==> src/rtl/div_seq_restoring.sv <==
// Sequential unsigned restoring divider: one quotient bit per enabled clock,
// start/en handshake, registered quotient/remainder with a one-cycle done pulse.
module div_seq_restoring #(
   parameter int unsigned WIDTH = 4
) (
   input  logic             clk,
   input  logic             rst,
   input  logic             en,
   input  logic             start,
   input  logic [WIDTH-1:0] dividend,
   input  logic [WIDTH-1:0] divisor,
   output logic [WIDTH-1:0] quotient,
   output logic [WIDTH-1:0] remainder,
   output logic             busy,
   output logic             done,
   output logic             div_by_zero
);

   localparam int unsigned CW = $clog2(WIDTH + 1);

   typedef enum logic [1:0] {
      IDLE   = 2'd0,
      CALC   = 2'd1,
      FINISH = 2'd2
   } state_t;

   state_t           state;
   logic [WIDTH:0]   a;
   logic [WIDTH-1:0] q;
   logic [WIDTH-1:0] m;
   logic [CW-1:0]    cnt;

   logic [WIDTH:0]   a_sh;
   logic [WIDTH:0]   t;
   logic [WIDTH:0]   a_nx;
   logic [WIDTH-1:0] q_nx;

   // One shift-subtract step; a negative trial difference restores the shifted value
   always_comb begin
      a_sh = (a << 1) | (WIDTH + 1)'(q[WIDTH-1]);
      t    = a_sh - (WIDTH + 1)'(m);
      a_nx = a_sh;
      q_nx = {q[WIDTH-2:0], 1'b0};
      if (!t[WIDTH]) begin
         a_nx = t;
         q_nx = {q[WIDTH-2:0], 1'b1};
      end
   end

   // Control FSM and datapath registers; en=0 freezes everything including done
   always_ff @(posedge clk or posedge rst) begin
      if (rst) begin
         state       <= IDLE;
         a           <= '0;
         q           <= '0;
         m           <= '0;
         cnt         <= '0;
         quotient    <= '0;
         remainder   <= '0;
         busy        <= 1'b0;
         done        <= 1'b0;
         div_by_zero <= 1'b0;
      end else if (en) begin
         case (state)
            IDLE: begin
               if (start) begin
                  if (divisor != '0) begin
                     a     <= '0;
                     q     <= dividend;
                     m     <= divisor;
                     cnt   <= CW'(WIDTH);
                     busy  <= 1'b1;
                     state <= CALC;
                  end else begin
                     quotient    <= '1;
                     remainder   <= dividend;
                     div_by_zero <= 1'b1;
                     done        <= 1'b1;
                     state       <= FINISH;
                  end
               end
            end
            CALC: begin
               a   <= a_nx;
               q   <= q_nx;
               cnt <= cnt - CW'(1);
               if (cnt == CW'(1)) begin
                  quotient    <= q_nx;
                  remainder   <= a_nx[WIDTH-1:0];
                  div_by_zero <= 1'b0;
                  done        <= 1'b1;
                  busy        <= 1'b0;
                  state       <= FINISH;
               end
            end
            FINISH: begin
               done  <= 1'b0;
               state <= IDLE;
            end
            default: begin
               busy  <= 1'b0;
               done  <= 1'b0;
               state <= IDLE;
            end
         endcase
      end
   end

endmodule

==> config.mk <==
export PLATFORM = sky130hd
export DESIGN_NAME = div_seq_restoring
export DESIGN_NICKNAME = d
export VERILOG_FILES = /design/src/rtl/div_seq_restoring.sv
export SDC_FILE = /design/constraint.sdc
export NUM_CORES = 1
export LEC_CHECK = 0
export ABC_AREA = 1
export ABC_CLOCK_PERIOD_IN_PS = 3710
export BUFFER_PORTS_ARGS = -buffer_cell sky130_fd_sc_hd__buf_2
export CAP_MARGIN = 20
export CORE_ASPECT_RATIO = 0.5
export CORE_MARGIN = 8
export CORE_UTILIZATION = 60
export CTS_CLUSTER_SIZE = 8
export DETAILED_ROUTE_END_ITERATION = 12
export GPL_TIMING_DRIVEN = 0
export PLACE_DENSITY = 0.84
export SLEW_MARGIN = 20
export SYNTH_ARGS = -nofsm -noshare
export SYNTH_HDL_FRONTEND = slang
export SYNTH_SLANG_ARGS = --single-unit
==> constraint.sdc <==
create_clock -name clk -period 3.71 [get_ports clk]
set_input_delay 0.1855 -clock clk [delete_from_list [all_inputs] [get_ports clk]]
set_output_delay 0.1855 -clock clk [all_outputs]
set_load 0.02 [all_outputs]
# Word level (Yosys, flattened, before mapping)
# Cells that the tools add are included.
# Widths: inputs -> output; s select.
classes:
  n_eq_ne: 7
  bitwise: 2
  n_reduce_logical: 9
  n_mux: 32
  n_addsub: 2
ops:
  columns: ["op", "count"]
  rows:
  - ["$mux 4", 11]
  - ["$pmux 4 s2", 4]
  - ["$reduce_and 4->1", 3]
  - ["$reduce_and 5->1", 2]
  - ["$ne 2x2->1 const B", 4]
  - ["$mux 1", 7]
  - ["$mux 2", 3]
  - ["$mux 3", 2]
  - ["$pmux 3 s2", 1]
  - ["$or 5x1->5", 1]
  - ["$sub 5x4->5", 1]
  - ["$pmux 1 s2", 2]
  - ["$pmux 2 s2", 1]
  - ["$reduce_bool 4->1", 1]
  - ["$eq 3x1->1 const B", 1]
  - ["$pmux 1 s3", 1]
  - ["$reduce_and 3->1", 1]
  - ["$sub 3x1->3 const B", 1]
  - ["$eq 2x1->1 const B", 1]
  - ["$eq 2x2->1 const B", 1]
  - ["$logic_not 2->1", 1]
  - ["$reduce_bool 2->1", 1]
  - ["$not 1->1", 1]
totals:
  inputBits: 12
  word_cells: 62
  ff_bits: 28
  output_inout_bits: 11

# Longest topological paths before layout
logic_depth:
  depth_word: 5
  depth_mapped: 12
  depth_no_buf: 12

# Worst setup path before layout
# Ideal clock, no wire load.
synth_path:
  path_kind: "reg-to-reg"
  startpoint: "register m[0]"
  endpoint: "register remainder[3]"
  n_path_buf: 0
  arrival_time_ps: 1552
  t_required_ps: 3597
  path_slack_ps: 2045
  setup_time_ps: 113
  synth_period_minus_slack_ps: 1665
  stages_incl_launch_ff: 11
  path_cell_list: "dfrtp_1 ha_1 fa_1 inv_1 nand3_1 nand3_1 nand2_1 nand3_1 nand3_1 nand2_1 inv_1"
synth_via:
  elab_chain_cells: 4
synth_rtl:
  columns: ["item", "line_no", "text"]
  rows:
  - ["start, declared", "30", "logic [WIDTH-1:0] m;"]
  - ["start signal, assigned", "70", "m <= divisor;"]
  - ["$sub 5x4->5", "41", "t = a_sh - (WIDTH + 1)'(m);"]
  - ["$mux 4", "44", "if (!t[WIDTH]) begin"]
  - ["$mux 4", "87", "if (cnt == CW'(1)) begin"]
  - ["$pmux 4 s2", "64", "case (state)"]
  - ["end signal, assigned", "76", "remainder <= dividend;"]
  - ["end signal, assigned", "89", "remainder <= a_nx[WIDTH-1:0];"]
  - ["end, declared", "13", "output logic [WIDTH-1:0] remainder,"]
# Every way passes these cells. The select of a mux whose other input is x is not followed.
# A chain may end at the register's enable or synchronous reset.

# Worst setup path in the final report
layout_path:
  startpoint: "register q[3]"
  endpoint: "register remainder[2]"
layout_via:
  elab_chain_cells: 5
layout_rtl:
  columns: ["item", "line_no", "text"]
  rows:
  - ["start, declared", "29", "logic [WIDTH-1:0] q;"]
  - ["start signal, assigned", "69", "q <= dividend;"]
  - ["start signal, assigned", "85", "q <= q_nx;"]
  - ["$or 5x1->5", "40", "a_sh = (a << 1) | (WIDTH + 1)'(q[WIDTH-1]);"]
  - ["$sub 5x4->5", "41", null]
  - ["$mux 4", "44", null]
  - ["$mux 4", "87", null]
  - ["$pmux 4 s2", "64", null]
# Every way passes these cells. The select of a mux whose other input is x is not followed.

==> results.toml <==
[logic_synthesis]
synth_nets = 221
yosys.area.top_type = "dfrtp_1"
synth_common_cells = "52 x nand2_1, 29 x inv_1, 28 x dfrtp_1"
yosysWarnings = 0
synthFlopType = "dfrtp_1"
syn-instance-count = 202
async_flop_share_pct = 100
ys_ff_latch = 28
synth_cell_types = 25
netlist.area_leader.share_pct = 43.9
yosysMostFrequentCell = "nand2_1"
synth_area_leaders = "dfrtp_1 44%, nand2_1 12%, inv_1 6.8%, nand3_1 6.6%, ha_1 4.7%"
avgSynthCellArea_um2 = 7.90
synthesis.area_um2 = 1600
synth-edff-count = 0
ys_seq_area_share_pct = 43.9

[clock_network]
cts_resized = 0
cts_setup_buffers = 0
cts_hold_buf = 0
clock_latency_ns = 0.27
cts.sinks = 28
htree_levels = 1
root_buffer = "clkbuf_8"
cts_tree = "built"
path_clk_slew_ns = 0.09
clockBufferDepth = 2
cts_buffers = 3

[floorplanning]
dieHeight_um = 52.5
start_util_pct = 62.5
die_w_um = 89.0
boundaryPins = 23
fp.coreArea_um2 = 2550
num_rows = 13
dieArea_um2 = 4670

[worst_setup_path]
crit_buf_inv = 3
cp_common_cell = "nand2_1"
rr_endpoint = "remainder[2]$_DFFE_PP0P_"
cp.depth = 12
r2r_cells = 12
crit_path_end_kind = "flop"
reg2reg_slack_ns = 1.79
worstPathRequired_ns = 3.93
crit_chain = "inv_1 -> ha_1 -> fa_1 -> inv_1 -> nand2_1 -> nand2_1 -> nand3_1 -> nand2_1 -> nand3_1 -> nand3_1 -> nand2_1 -> inv_1"
cp_data_arrival_time_ns = 2.14
cp-start-kind = "flop"
cp_max_fo = 6
r2r_start = "q[3]$_DFFE_PP0P_"
critPathCapture = "remainder[2]$_DFFE_PP0P_"
slowest_delay_ns = 0.42
worstSetupStartpoint = "q[3]$_DFFE_PP0P_"
path_class = "reg -> reg"
cpMaxStageDelayCell = "fa_1"
path_delay_family = "simple AND/OR/NAND/NOR gates"

[pwr]
p_int_uw = 844
clkPwrFrac_pct = 10.4
ir_drop_mv = 0.565
p_per_area_nw_per_um2 = 893
p_comb_share_pct = 56.6
swShare_pct = 47.3
p_leak_uw = 0.00101
p_seq_share_pct = 33.1
finalPower_uw = 1600
p_switching_uw = 759

[route]
ant_nets = 0
route.met3.wl_um = 148
drtIter0Drc = 55
routed_via_density = 5.05
drc = 0
vias = 1332
route.met2.wl_um = 1580
drtPass1Iterations = 4
top_layer = "met4"
wirelength_met1_um = 1490
wl_um = 3230
post_drt_wl_per_cell_um = 12.2

[global_routing]
track_usage_pct = 14.9
grt_pass1_vias = 1239
antenna_found_initial = 0
grt_max_degree = 29
overflow = 0
grt_pass1_wl_um = 5390

[timing]
worst_slew_pin_slew_ns = 0.578
holdWs_ns = -0.0429
slew_headroom_pct = 61.4
slew_viol_final = 0
fin_skew_ns = 0.000857
hold_violations = 28
post-route-period-util_pct = 51.8
clock.fmax_mhz = 521
fin_ws_ns = 1.79
period_needed_ns = 1.92
tns_ns = 0
grt_setup_unrepaired = "false"
final-setup-viol-count = 0

[place]
dp_hpwl_um = 2510
port_buffers = 22
dp_slack_ns = 1.83
gp_congestion = 0.819
place_area_um2 = 1750

[finish]
final_area_um2 = 1790
drive_gt1_share_pct = 21.6
fillCellCount = 212
diodes = 0
final_nets = 248
syn_to_final_growth_pct = 12.4

[min_path]
min_path_type = "in -> async"

[outcome]
violations = "hold timing"
status = "finished with violations"

[run]
max_cap_viol_count = 0
state kept, by name, indices dropped and copies added (netlist names):
| signal | cells |
|---|---|
| cnt | 3 |
| q | 4 |
| done | 1 |
| state | 2 |
| busy | 1 |
| quotient | 4 |
| div_by_zero | 1 |
| remainder | 4 |
| m | 4 |
| a | 4 |
kinds of logic (layout without fill, tap and decap cells):
family / count (synthesis) / count (layout) / synth area share, %
fa+ha+maj: 7 / 7 / 5.96
xor+xnor: 1 / 1 / 0.549
flops: 28 / 28 / 43.9
compound gates: 23 / 23 / 8.31
buf+inv: 38 / 63 / 10.0
simple gates: 105 / 105 / 31.3
cells in the final DEF (no fill, tap or decap):
cell type / synthesis / layout
nand2_1: 52 / 52
inv_1: 29 / 28
dfrtp_1: 28 / 28
buf_2: 0 / 22
nand3_1: 21 / 21
nor2_1: 16 / 16
a21oi_1: 10 / 10
o21ai_0: 7 / 7
inv_2: 5 / 6
ha_1: 6 / 6
nand2_2: 4 / 4
or2_0: 4 / 4
o21ai_2: 3 / 3
clkbuf_8: 0 / 3
nor2_2: 2 / 2
nand2_4: 2 / 2
buf_4: 2 / 2
nand3_4: 2 / 2
o31ai_1: 1 / 1
nor2_4: 1 / 1
inv_4: 1 / 1
a22oi_1: 1 / 1
buf_6: 1 / 1
nand3b_1: 1 / 1
xnor2_1: 1 / 1
o22ai_1: 1 / 1
fa_1: 1 / 1
metal layers:
metal / track usage (%) / vias up
met2: 24.8 / 30
li1: - / 684
met3: 4.38 / 2
met4: 3.81 / 0
met1: 18.6 / 616
met5: 0 / -
power groups by stage:
stage | clock [uW] | combinational [uW] | sequential (uW)
floorplan | 0 | 623 | 600
global placement | 0 | 875 | 529
detailed placement | 0 | 905 | 537
CTS | 168 | 911 | 530
global route | 182 | 1020 | 548
finish | 166 | 907 | 530
worst min path at each step:
stage | cells past startpoint | to | startpoint | slack, ns
2_1_floorplan | 1 | a[0]$_DFFE_PP0P_ | rst | 0.25
3_3_place_gp | 2 | state[1]$_DFFE_PP0P_ | en | 0.44
3_5_place_dp | 3 | m[0]$_DFFE_PP0P_ | divisor[0] | 0.44
4_1_cts | 3 | m[0]$_DFFE_PP0P_ | divisor[0] | 0.15
5_1_grt | 2 | m[0]$_DFFE_PP0P_ | rst | 0.02
6_report | 2 | q[1]$_DFFE_PP0P_ | rst | -0.04
final cells by class:
class                           count  area [um^2]  share of cell area [%]
Inverter                           35          134                    7.46
Timing Repair Buffer               22          110                    6.14
Buffer                              3         26.3                    1.46
Tap cell                           37         46.3                    2.58
Multi-Input combinational cell    136          736                    41.0
Sequential cell                    28          701                    39.1
Clock buffer                        3         41.3                    2.30
metrics by stage:
step / hold WS [ns] / instances / utilization [%]
after detailed placement: 0.442 / 261 / 68.6
after floorplan: 0.251 / 202 / -
final: -0.0429 / 264 / 70.3
after global routing: 0.0212 / 264 / 70.3
after CTS: 0.154 / 264 / 70.3
after global placement: 0.436 / 261 / 68.6
Note: power is estimated with default switching activity, not from simulation.
